File: config.mk
export PLATFORM = sky130hd
export DESIGN_NAME = trng_scheduler
export DESIGN_NICKNAME = d
export VERILOG_FILES = /design/src/rtl/trng_scheduler.sv
export SDC_FILE = /design/constraint.sdc
export NUM_CORES = 1
export LEC_CHECK = 0
export CAP_MARGIN = 20
export CELL_PAD_IN_SITES_DETAIL_PLACEMENT = 1
export CELL_PAD_IN_SITES_GLOBAL_PLACEMENT = 2
export CORE_AREA = 5 5 405 407
export CTS_CLUSTER_SIZE = 30
export DETAILED_ROUTE_END_ITERATION = 7
export DIE_AREA = 0 0 410 412
export MAX_ROUTING_LAYER = met4
export PLACE_DENSITY_LB_ADDON = 0.12
export SYNTH_ARGS = -nofsm -noshare
export SYNTH_HDL_FRONTEND = slang
export SYNTH_SLANG_ARGS = --single-unit
export TNS_END_PERCENT = 5
File: constraint.sdc
create_clock -name LOCAL_SCLK -period 2.3 [get_ports LOCAL_SCLK]
set_input_delay 0.46 -clock LOCAL_SCLK [delete_from_list [all_inputs] [get_ports LOCAL_SCLK]]
set_output_delay 0.46 -clock LOCAL_SCLK [all_outputs]
set_load 0.005 [all_outputs]
File: src/rtl/trng_scheduler.sv
// Round-robin scheduler that hands single random words from a shared generator to N_REQ requesters.
// Optional health test on captured words is compiled in by defining TRNG_SCHEDULER_HEALTH_EN.
module trng_scheduler #(
    parameter int N_REQ   = 4,
    parameter int WIDTH   = 512,
    parameter int TIMEOUT = 1100
) (
    input  logic              LOCAL_SCLK,
    input  logic              RST,
    input  logic [N_REQ-1:0]  REQ,
    input  logic              RNG_VALID,
    input  logic [WIDTH-1:0]  RNG_DATA,
    output logic              RNG_RUN,
    output logic [N_REQ-1:0]  GNT,
    output logic [WIDTH-1:0]  DOUT,
    output logic              ERR,
    output logic              BUSY
`ifdef TRNG_SCHEDULER_HEALTH_EN
    ,
    output logic [7:0]        REJECT_CNT
`endif
);

    localparam int PW = (N_REQ > 1) ? $clog2(N_REQ) : 1;

    typedef enum logic [1:0] {
        ST_IDLE,
        ST_HARVEST,
        ST_CHECK,
        ST_DELIVER
    } state_t;

    state_t            state_q, state_d;
    logic [PW-1:0]     ptr_q, ptr_d;
    logic [PW-1:0]     win_q, win_d;
    logic [10:0]       cnt_q, cnt_d;
    logic [WIDTH-1:0]  cap_q, cap_d;
    logic              err_q, err_d;

    logic [PW-1:0]     pick;
    logic [PW-1:0]     idx;
    logic              found;
    logic [10:0]       cnt_inc;

`ifdef TRNG_SCHEDULER_HEALTH_EN
    logic [WIDTH-1:0]  prev_q, prev_d;
    logic [7:0]        rej_q, rej_d;
    logic              word_ok;
`endif

    // Round-robin search starts one past the last granted requester.
    always_comb begin
        pick  = ptr_q;
        idx   = '0;
        found = 1'b0;
        for (int i = 1; i <= N_REQ; i++) begin
            idx = PW'((int'(ptr_q) + i) % N_REQ);
            if (!found && REQ[idx]) begin
                pick  = idx;
                found = 1'b1;
            end
        end
    end

    assign cnt_inc = cnt_q + 11'd1;

`ifdef TRNG_SCHEDULER_HEALTH_EN
    assign word_ok = (cap_q != '0) && (cap_q != '1) && (cap_q != prev_q);
`endif

    always_ff @(posedge LOCAL_SCLK) begin
        if (RST) begin
            state_q <= ST_IDLE;
            ptr_q   <= PW'(N_REQ - 1);
            win_q   <= '0;
            cnt_q   <= '0;
            cap_q   <= '0;
            err_q   <= 1'b0;
`ifdef TRNG_SCHEDULER_HEALTH_EN
            prev_q  <= '0;
            rej_q   <= '0;
`endif
        end else begin
            state_q <= state_d;
            ptr_q   <= ptr_d;
            win_q   <= win_d;
            cnt_q   <= cnt_d;
            cap_q   <= cap_d;
            err_q   <= err_d;
`ifdef TRNG_SCHEDULER_HEALTH_EN
            prev_q  <= prev_d;
            rej_q   <= rej_d;
`endif
        end
    end

    always_comb begin
        state_d = state_q;
        ptr_d   = ptr_q;
        win_d   = win_q;
        cnt_d   = cnt_q;
        cap_d   = cap_q;
        err_d   = err_q;
`ifdef TRNG_SCHEDULER_HEALTH_EN
        prev_d  = prev_q;
        rej_d   = rej_q;
`endif
        case (state_q)
            ST_IDLE: begin
                if (|REQ && !err_q) begin
                    state_d = ST_HARVEST;
                    win_d   = pick;
                    cnt_d   = '0;
                end
            end
            ST_HARVEST: begin
                if (RNG_VALID) begin
                    cap_d   = RNG_DATA;
                    cnt_d   = '0;
                    state_d = ST_CHECK;
                end else if (cnt_inc == 11'(TIMEOUT)) begin
                    err_d   = 1'b1;
                    cnt_d   = '0;
                    state_d = ST_IDLE;
                end else begin
                    cnt_d   = cnt_inc;
                end
            end
            ST_CHECK: begin
`ifdef TRNG_SCHEDULER_HEALTH_EN
                if (word_ok) begin
                    prev_d  = cap_q;
                    state_d = ST_DELIVER;
                end else begin
                    if (rej_q != 8'hFF) begin
                        rej_d = rej_q + 8'd1;
                    end
                    cnt_d   = '0;
                    state_d = ST_HARVEST;
                end
`else
                state_d = ST_DELIVER;
`endif
            end
            ST_DELIVER: begin
                // A dropped request forfeits the word and leaves the pointer alone.
                if (REQ[win_q]) begin
                    ptr_d = win_q;
                end
                cap_d   = '0;
                state_d = ST_IDLE;
            end
            default: state_d = ST_IDLE;
        endcase
    end

    always_comb begin
        RNG_RUN = (state_q == ST_HARVEST);
        BUSY    = (state_q != ST_IDLE);
        ERR     = err_q;
        GNT     = '0;
        DOUT    = '0;
        if ((state_q == ST_DELIVER) && REQ[win_q] && !RST) begin
            GNT[win_q] = 1'b1;
            DOUT       = cap_q;
        end
    end

`ifdef TRNG_SCHEDULER_HEALTH_EN
    assign REJECT_CNT = rej_q;
`endif

endmodule

==> results_tabular.tex <==
\begin{tabular}{lr}
\hline
Metric & Value \\
\hline
\multicolumn{2}{l}{\textbf{Outcome}} \\
Run status & finished with violations \\
Failing checks & DRC, setup timing \\
\multicolumn{2}{l}{\textbf{Floorplan}} \\
Floorplan die width & approximately 410 um \\
Die outline height & 412 um \\
Top-level port count & between 1k and 1.5k \\
Floorplan Core Area & between 0.15 and 0.2 mm2 \\
Starting utilization of the core area & 14.4\% \\
Area of the die & roughly 0.17 mm2 \\
Row count & between 100 and 150 \\
\multicolumn{2}{l}{\textbf{Setup path}} \\
Critical Path Most Common Cell & buf\_12 \\
Crit start category & register \\
Largest incremental delay on the critical path & $\sim$0.58 ns \\
Req. time, crit path & roughly 1.8 ns \\
Library cell contributing the largest single delay on the critical path & mux4\_2 \\
Category of the worst setup path capture point & primary output \\
Critical path, cell by cell & mux4\_2 -> and3\_4 -> buf\_12 -> buf\_12 -> and2\_1 -> clkdlybuf4s50\_1 \\
Type of the worst setup path & register to primary output \\
Data arrival time of the critical path & a little under 3 ns \\
Worst-path maximum fanout & 28 \\
\multicolumn{2}{l}{\textbf{Timing}} \\
Final hold violation count & 0 \\
Tcrit/Tclk final & 146\% \\
Worst-case hold slack & about 0.2 ns \\
Slew Limit Fails & 0 \\
Worst-case clock skew & around 0.023 ns \\
Transition time of the tightest slew-check pin & between 0.9 and 1 ns \\
Count of final setup violators & $\sim$520 \\
Maximum clock rate & 0.298 GHz \\
Worst path setup slack after routing & -1.06 ns \\
Worst rel slew slack & 37.3\% \\
Unrepaired setup endpoints after global routing & yes \\
Shortest period the worst path allows & roughly 3.4 ns \\
\multicolumn{2}{l}{\textbf{Route}} \\
Number of remaining DRC errors & 7 \\
DRT Wirelength & about 140000 um \\
Via/cell ratio & between 4 and 5 \\
DRT Pass-1 Iters & 8 \\
Post-DR wirelength/cell & around 23 um \\
Initial drt markers & $\sim$770 \\
DRT antenna net count & 0 \\
Vias & roughly 25k \\
\multicolumn{2}{l}{\textbf{Synthesis}} \\
Syn Inst Count & between 2k and 3k \\
Post-synthesis net count & 3501 \\
Post-Synthesis Cell Area & about 0.023 mm2 \\
Leading register cell type out of synthesis & dfxtp\_1 \\
Synthesized area per cell & 7.73 um2 \\
Synthesis Warnings & 0 \\
Area share of the leading cell type in the synthesized netlist & 46.0\% \\
Cell types with the highest counts after synthesis & dfxtp\_1 (530), nand2\_1 (527), a21oi\_1 (521) \\
Sequential-to-total area share from yosys stat & a little under half \\
Synthesized flop and latch total & 530 \\
EDFF count, synth & 0 \\
Distinct cells, synth & 43 \\
Most frequently used cell type in the post-synthesis netlist & dfxtp\_1 \\
Async S/R FF share, synth & 0\% \\
Most area-consuming cells after synthesis & dfxtp\_1 (46\%), and2\_1 (14\%), a21oi\_1 (11\%), nand3\_1 (11\%), nand2\_1 (8.6\%) \\
Cell type with the largest total area after synthesis & dfxtp\_1 \\
\multicolumn{2}{l}{\textbf{Placed design}} \\
Final GP Congestion & 0.781 \\
Number of I/O port buffers & between 1k and 1.5k \\
HPWL after DPL & between 100000 and 150000 um \\
\multicolumn{2}{l}{\textbf{Clock network}} \\
Worst-path clk slew & $\sim$0.060 ns \\
Maximum count of clock buffers along a single path & 3 \\
Depth of the CTS H-tree & 3 \\
Clock latency on the worst-skew pair & roughly 0.67 ns \\
Library cell used as clock root buffer & clkbuf\_16 \\
Sink Count & 530 \\
CTS Hold Bufs & 0 \\
CTS tree & done \\
Clock buffers created by TritonCTS & 77 \\
\multicolumn{2}{l}{\textbf{Job}} \\
Number of max-cap violations & 0 \\
\multicolumn{2}{l}{\textbf{GRT}} \\
Initial antenna violation count & 52 \\
Overall global routing resource usage & between 10\% and 20\% \\
Met3 routing resource usage after global routing & under 10\% \\
Maximum number of pins on one net before global-route repair & 164 \\
GR Overflow Total & 0 \\
Wire length of the first global-routing pass & 196000 um \\
Highest-utilization routing layer at the global route stage & met2 \\
Met1 usage in global routing & between 10\% and 20\% \\
Number of global-route vias before repair & 25.8k \\
Global routing met2 resource utilization & between 20\% and 30\% \\
\multicolumn{2}{l}{\textbf{Layout}} \\
Final-stage net count & around 4.5k \\
Area growth syn-to-layout & 67.8\% \\
Fraction of final layout cells with drive strength greater than 1 & about 15\% \\
\multicolumn{2}{l}{\textbf{Power}} \\
Static leakage power & $\sim$17 nW \\
Overall power & $\sim$25 mW \\
Power density cells & 639 mW/mm2 \\
Maximum ir drop on the vdd rail & between 400 and 500 uV \\
\multicolumn{2}{l}{\textbf{Min path}} \\
Type of the tightest min-delay check & primary input to register \\
\hline
\end{tabular}
## flip-flops by register name (all words and copies together) (netlist names), named ones only
signal	flops
cap_q	512
state_q	1
win_q	2
ERR	1
cnt_q	11
ptr_q	2
## what timing repair did
action / in CTS / in global routing
endpoints found under the hold margin: 0 / 0
buffers inserted: 4 / 4
cloned: 8 / 4
pin swaps: 14 / 11
gates resized for setup: 642 / 494
endpoints found under the setup margin: 518 / 518
## layer usage
| layer | up-vias | share of wire [%] |
|---|---|---|
| met1 | 12000 | 39 |
| met3 | 128 | 8.3 |
| met2 | 674 | 51 |
| met4 | 0 | 1.5 |
| met5 | - | 0 |
| li1 | 11900 | - |
## metrics by stage
step	util [%]	setup WS, ns	instances	cell area, um2	setup TNS, ns
floorplan	-	0.147	2981	23100	0
global route	24.2	-1.17	6141	38700	-483.22
finish	24.2	-1.06	6142	38700	-426.81
detailed placement	22.6	-1.05	5941	36200	-476.25
global placement	22.6	-1.04	5941	36200	-473.07
CTS	24.2	-1.24	6089	38700	-548.69
## cell usage in the layout, fill, tap and decap left out, types with 4 or more instances in the layout
| master | Yosys | layout |
|---|---|---|
| and2_1 | 514 | 448 |
| buf_12 | 0 | 52 |
| nor2_1 | 9 | 9 |
| clkbuf_8 | 0 | 19 |
| buf_16 | 0 | 10 |
| buf_2 | 55 | 60 |
| nand2b_1 | 7 | 7 |
| o21ai_0 | 9 | 9 |
| nand3_1 | 515 | 515 |
| clkinv_2 | 0 | 11 |
| nor4_1 | 6 | 6 |
| and2_4 | 0 | 66 |
| clkdlybuf4s15_1 | 0 | 18 |
| dlygate4sd2_1 | 0 | 83 |
| buf_4 | 0 | 69 |
| a311oi_1 | 4 | 4 |
| diode_2 | 0 | 45 |
| dfxtp_1 | 530 | 529 |
| clkbuf_2 | 1 | 151 |
| buf_6 | 45 | 33 |
| clkdlybuf4s50_1 | 0 | 555 |
| clkbuf_1 | 175 | 18 |
| clkbuf_16 | 0 | 82 |
| a21oi_1 | 521 | 521 |
| nand4_1 | 6 | 6 |
| clkdlybuf4s15_2 | 0 | 21 |
| dlymetal6s2s_1 | 0 | 122 |
| nand2_1 | 527 | 525 |
| inv_1 | 5 | 5 |
## worst paths after layout
kind | depth (start not counted) | slack [ns] | endpoint | start
max | 6 | -1.06 | DOUT[496] | win_q[0]
min | 4 | 0.20 | ptr_q[0] | RST
max reg2reg | 7 | 0.38 | cap_q[358] | register
min reg2reg | 2 | 0.46 | cap_q[318] | cap_q[318]
## kinds of logic after synthesis
family	Yosys count	share of synthesized area, %
AOI/OAI and AO/OA	552	12.3
and+or+nand+nor	1604	35.0
muxes	1	0.0977
adders and majority gates	1	0.0543
DFF	530	46.0
buffers and inverters	293	6.54
## report_power, final
| group | switching (mW) | internal (mW) |
|---|---|---|
| Combinational | 1.32 | 1.38 |
| Clock | 4.98 | 7.17 |
| Sequential | 0.258 | 9.62 |
## critical path, delay by kind of cell, from the launching register on
kind	cells	cell delay [ns]
DFF	1	0.38
and+or+nand+nor	2	0.46
muxes	1	0.58
buffers and inverters	3	0.79
## area by class of cell
class	count	area [um2]
clock inverter	20	225
inverter	5	18.8
multi-input combinational	2158	11100
sequential	530	10600
timing repair buffer	1182	11700
antenna	45	113
tap	2086	2610
clock buffer	116	2310
fill	18800	121000
Note: power is estimated with default switching activity, not from simulation.
